**src/rtl/dkong_sound_latch.sv**
```systemverilog
// dkong_sound_latch: main-board sound command latches with SACK handshake tracking
module dkong_sound_latch #(
  parameter int TIMEOUT = 24000
) (
  input  logic       W_CLK_24M,
  input  logic       I_RST,
  input  logic [2:0] I_CPU_A,
  input  logic [7:0] I_CPU_D,
  input  logic       I_3D_WE,
  input  logic       I_6H_WE,
  input  logic       I_5H_WE,
  input  logic       I_4H_WE,
  input  logic       I_SACK,
  output logic [4:0] O_3D_Q,
  output logic [6:0] O_6H_Q,
  output logic       O_5H_Q0,
  output logic [1:0] O_4H_Q,
  output logic       O_BUSY,
  output logic       O_TIMEOUT,
  output logic       O_OVERRUN
);
  typedef enum logic [1:0] {IDLE, DATA, WAIT_ACK} state_t;
  localparam logic [15:0] LAST = 16'(TIMEOUT - 1);
  state_t state, state_n;
  logic [15:0] timer, timer_n;
  logic timeout_n, overrun_n;
  logic sack_1, sack_2, sack_3;
  logic ack, arm;
  logic unused;
  assign unused = ^I_CPU_D[7:5];
  assign ack = sack_2 & ~sack_3;
  assign arm = I_5H_WE & I_CPU_D[0];
  assign O_BUSY = state != IDLE;
  // SACK crosses into the 24 MHz domain through two flops, the third detects its rising edge
  always_ff @(posedge W_CLK_24M or posedge I_RST)
    if (I_RST) {sack_1, sack_2, sack_3} <= '0;
    else {sack_1, sack_2, sack_3} <= {I_SACK, sack_1, sack_2};
  // CPU-visible latches update regardless of handshake state
  always_ff @(posedge W_CLK_24M or posedge I_RST)
    if (I_RST) begin
      O_3D_Q  <= '0;
      O_6H_Q  <= '0;
      O_5H_Q0 <= 1'b0;
      O_4H_Q  <= '0;
    end else begin
      if (I_3D_WE) O_3D_Q <= I_CPU_D[4:0];
      if (I_6H_WE && I_CPU_A != 3'd7) O_6H_Q[I_CPU_A] <= I_CPU_D[0];
      if (I_5H_WE) O_5H_Q0 <= I_CPU_D[0];
      if (I_4H_WE && I_CPU_A[2:1] == 2'd0) O_4H_Q[I_CPU_A[0]] <= I_CPU_D[0];
    end
  // handshake state, ack timer and sticky status flags
  always_ff @(posedge W_CLK_24M or posedge I_RST)
    if (I_RST) begin
      state     <= IDLE;
      timer     <= '0;
      O_TIMEOUT <= 1'b0;
      O_OVERRUN <= 1'b0;
    end else begin
      state     <= state_n;
      timer     <= timer_n;
      O_TIMEOUT <= timeout_n;
      O_OVERRUN <= overrun_n;
    end
  // next state: ack beats timeout, timeout beats a re-arm, a data rewrite freezes the timer
  always_comb begin
    state_n   = state;
    timer_n   = timer;
    timeout_n = O_TIMEOUT;
    overrun_n = O_OVERRUN;
    if (state == IDLE) begin
      if (I_3D_WE) begin
        state_n   = DATA;
        timeout_n = 1'b0;
        overrun_n = 1'b0;
      end
    end else if (state == DATA) begin
      if (arm) begin
        state_n = WAIT_ACK;
        timer_n = '0;
      end
    end else begin
      overrun_n = O_OVERRUN | I_3D_WE;
      if (ack) state_n = IDLE;
      else if (timer == LAST) begin
        state_n   = IDLE;
        timeout_n = 1'b1;
      end else if (arm) timer_n = '0;
      else if (!I_3D_WE) timer_n = (timer == 16'hFFFF) ? timer : timer + 16'd1;
    end
  end
endmodule

```
**config.mk**
```make
export PLATFORM = sky130hd
export DESIGN_NAME = dkong_sound_latch
export DESIGN_NICKNAME = d
export VERILOG_FILES = /design/src/rtl/dkong_sound_latch.sv
export SDC_FILE = /design/constraint.sdc
export NUM_CORES = 1
export LEC_CHECK = 0
export ABC_AREA = 1
export CAP_MARGIN = 5
export CORE_UTILIZATION = 55
export DETAILED_ROUTE_END_ITERATION = 8
export HOLD_SLACK_MARGIN = 0.02
export PLACE_DENSITY = 0.88
export SKIP_LAST_GASP = 1
export SLEW_MARGIN = 15
export SYNTH_ARGS = -nofsm -noshare
export SYNTH_HDL_FRONTEND = slang
export SYNTH_SLANG_ARGS = --single-unit
```
**constraint.sdc**
```tcl
create_clock -name W_CLK_24M -period 4.35 [get_ports W_CLK_24M]
set_clock_uncertainty 0.1 [all_clocks]
set_input_delay 0.87 -clock W_CLK_24M [delete_from_list [all_inputs] [get_ports W_CLK_24M]]
set_output_delay 0.87 -clock W_CLK_24M [all_outputs]
set_load 0.02 [all_outputs]
```
# Word level (Yosys, flattened, before mapping)
# Cells that the tools add are included.
# word_totals
regBits,38
# op_classes
n_eq_ne,13
bitwise_logic,5
mux,26
magnitude_cmp,4
reduce_logical,13
addsub,1
# ops
op,count
16-bit two-way mux,7
"16-bit by 1-bit adder with 16-bit output, second input constant",1
"16-bit by 15-bit equality test with 1-bit output, second input constant",1
"16-bit equality test, second input constant",1
2-bit two-way mux,6
1-bit two-way mux,9
"3-bit != test, second input constant",3
"2-bit != test, second input constant",4
7-bit bitwise mux,1
"2-bit by 1-bit != test with 1-bit output, second input constant",3
6-bit AND reduction,1
1-bit logical AND,4
2-bit zero test,2
"3-bit by 4-bit less-than comparator with 1-bit output, second input constant",1
4-bit AND reduction,1
2-bit nonzero test,2
4-bit nonzero test,1
1-bit demux with 3-bit select,1
"3-bit by 1-bit greater-or-equal comparator with 1-bit output, second input constant",1
3-bit AND reduction,1
1-bit bitwise AND,2
2-bit bitwise mux,1
"2-bit by 1-bit equality test with 1-bit output, second input constant",1
"1-bit by 2-bit less-than comparator with 1-bit output, second input constant",1
other kinds (5),6

# Logic depth before layout (Yosys ltp)
# depth
ltp_word,7
ltp_mapped,9
mapped_depth_nobuf,9

# Worst setup path after synthesis
# OpenSTA, ideal clock, no wires.
# synth_path
kind,input to register
start,input I_5H_WE
end,register timer[2]
path_stages,8
arrival_time_ns,1.654
required_time_ns,4.132
setup_slack_ns,2.478
path_cell_list,nand2_2 > inv_1 > nor2_1 > o21ai_2 > nand3_2 > buf_6 > nand2_1 > o21ai_2
# synth_between
elab_chain_len,5
elab_cells_between_ends,9
classes_between,eq/ne (3); mux (4); bitwise (1); reduce/logical (1)
# synth_lines
item,line_no,rtl
from (decl),11,"input logic I_5H_WE,"
1-bit bitwise AND (*),32,assign arm = I_5H_WE & I_CPU_D[0];
16-bit two-way mux,87,end else if (arm) timer_n = '0;
16-bit two-way mux,84,else if (timer == LAST) begin
16-bit two-way mux,83,if (ack) state_n = IDLE;
16-bit two-way mux,76,end else if (state == DATA) begin
to (signal assigned),60,timer <= timer_n;
to (decl),25,"logic [15:0] timer, timer_n;"
# Every way passes the cells marked *; elsewhere a longest branch is shown, timed or not. The select of a mux whose other input is x is not followed.
# A chain may end at the register's enable or synchronous reset.

# Worst setup path after layout
# layout_path
start,register state[1]
end,output O_BUSY
# layout_between
elab_chain_len,1
# layout_lines
item,line_no,rtl
from (decl),24,"state_t state, state_n;"
from (signal assigned),59,state <= state_n;
2-bit nonzero test,33,assign O_BUSY = state != IDLE;
to (decl),18,"output logic O_BUSY,"
# Every way passes these cells.

==> flow_summary.ini <==
[drt]
drtAntennaViolNets = 0
via_per_inst = 5.17
drc_errors = 0
post_drt_wl_per_cell_um = 12.1
num_vias = 1799
wirelength_um = 4220
drtIter0Drc = 80
drtPass1Iterations = 4

[die]
die_height_um = 62.6
ios = 36
core_um2 = 3420
dieArea_um2 = 3920
initial_core_util_pct = 59.2
num_rows = 21
die_width_um = 62.6

[placement]
hpwl_um = 3070
io_buffers = 32
dp_slack_ns = 1.48
gp_congestion = 0.917

[clock_tree]
path_clk_slew_ns = 0.12
cts_resized = 0
post_cts_buffers = 0
clock_latency_ns = 0.36
cts.sinks = 38
tritoncts = done
cts_root_buf = clkbuf_4
cts.htree.levels = 2
clockBufferDepth = 2
numCtsBuffers = 5
hold_buffers = 0

[power_and_ir_drop]
power_uw = 992
p_leak_uw = 0.00110
power_density_nw_per_um2 = 402
vdd_ir_drop_max_mv = 0.247

[layout]
n_fill_cell = 273
final_nets = 320
layout_commonest_cell = nand2_1
final_cell_mix = 86 x nand2_1, 38 x dfrtp_1, 32 x clkdlybuf4s50_1
seq_area_um2 = 951
drive_gt1_share_pct = 8.94
diodes = 0
multiInputGateArea_um2 = 935
synthToLayoutAreaGrowth_pct = 22.0

[logic_synthesis]
syn_avg_cell_area_um2 = 7.68
synth_top_family_by_area = simple AND/OR/NAND/NOR gates
yosysWarningCount = 0
syn-num-nets = 282
synth_xor_xnor_area_share_pct = 2.17
synth_fa_ha_area_share_pct = 0.619
synth-compound-area-share_pct = 9.54
synthCells = 263
synthMuxAreaShare_pct = 0
yosysSeqAreaShare_pct = 47.1
syn_area_um2 = 2020
synth_seq_cells = 38
ys_types = 24
synthSimpleGateAreaFrac_pct = 33.9

[timing]
tightest_slew_ns = 0.748
min_period_ns = 2.55
slew_violations = 0
fin_crit_sh_pct = 58.7
grt_setup_unrepaired = false
slew_headroom_pct = 50.1
hold_viol = 0
whs_ns = 0.280
final.setup.tns_ns = 0
layout_setup_ws_ns = 1.80
finalSetupViolCount = 0
fmax_ghz = 0.392

[worst_setup_path]
cp-start-kind = register
crit_type = reg2out
critPathBufInv = 2
cpMaxStageDelayCell = clkdlybuf4s50_1
end_kind = output port
max_stage_delay_ns = 0.60
critical_path_arrival_ns = 1.58
path_cells = nor2_1, inv_1, clkdlybuf4s50_1
worstPathRequired_ns = 3.38
cp_max_fo = 5
path_delay_family = buffers and inverters

[min_path]
worstHoldPathType = reg2reg

[grt]
grt_overflow = 0
grt_max_degree = 24
grt_pass1_wl_um = 7560
antenna_found_initial = 0
grt_usage_pct = 25.0
first_global_vias = 1782

[run]
cap_violations = 0

[run_status]
run_status = complete, no violations
## report_power, final
part / internal [µW] / switching [µW]
Combinational: 119 / 191
Clock: 121 / 122
Sequential: 401 / 38.5
## cell families after synthesis
group,count (synthesis)
adder cells (fa/ha/maj),1
AND/OR/NAND/NOR,155
AO/OA/AOI/OAI,32
XOR/XNOR,5
buffers and inverters,32
flip-flops,38
## synth_stat cells
master / count / area, µm²
nand2_2: 2 / 12.5
o21ai_1: 3 / 15.0
nor2_1: 28 / 105
inv_2: 1 / 3.75
nand3b_1: 2 / 15.0
nor2_4: 3 / 33.8
xnor2_1: 4 / 35.0
nand2_1: 86 / 323
nand3_2: 3 / 30.0
buf_6: 2 / 22.5
inv_1: 28 / 105
nand4_1: 6 / 37.5
a21oi_1: 7 / 35.0
nor2_2: 3 / 18.8
ha_1: 1 / 12.5
o21ai_2: 6 / 52.6
nor3_1: 5 / 25.0
clkinv_1: 1 / 3.75
a31oi_1: 6 / 37.5
o21ai_0: 9 / 45.0
o21bai_1: 1 / 7.51
dfrtp_1: 38 / 951
nand3_1: 17 / 85.1
xor2_1: 1 / 8.76
## sequential cells by signal, indices dropped and copies added (netlist names)
register and cells:
O_OVERRUN 1, O_4H_Q 2, O_3D_Q 5, sack_3 1, sack_2 1, state 2, O_6H_Q 7, timer 16
O_5H_Q0 1, sack_1 1, O_TIMEOUT 1
## worst paths after layout
path	from	endpoint	slack [ns]	cells after the start
setup / recovery	state[1]	O_BUSY	1.80	3
hold / removal	sack_1	sack_2	0.28	0
setup reg to reg	timer[0]	timer[3]	2.42	6
hold reg to reg	sack_1	sack_2	0.28	0
max in group asynchronous	I_RST	timer[6]	2.59	3
min in group asynchronous	I_RST	O_OVERRUN	0.83	2
## routing by layer
metal / part of all wire (%) / up-vias / global-route usage, %
li1: - / 919 / -
met1: 43 / 816 / 31.4
met2: 49 / 52 / 41.4
met3: 5.2 / 12 / 3.65
met4: 2.8 / 0 / 13.7
met5: 0 / - / 0
## layout make-up
cell class / instances / area share (%)
clock buffer: 5 / 1.52
sequential: 38 / 38.6
inverter: 30 / 4.57
multi-input combinational: 193 / 37.9
tap: 46 / 2.33
timing repair buffer: 33 / 13.3
clock inverter: 3 / 1.83
## through the flow
step | instance area [µm²] | utilization, % | cells
floorplan | 2020 | - | 263
global placement | 2380 | 69.8 | 340
global route | 2470 | 72.2 | 348
detailed placement | 2380 | 69.8 | 340
finish | 2470 | 72.2 | 348
CTS | 2470 | 72.2 | 348
(Power assumes the default switching activity.)
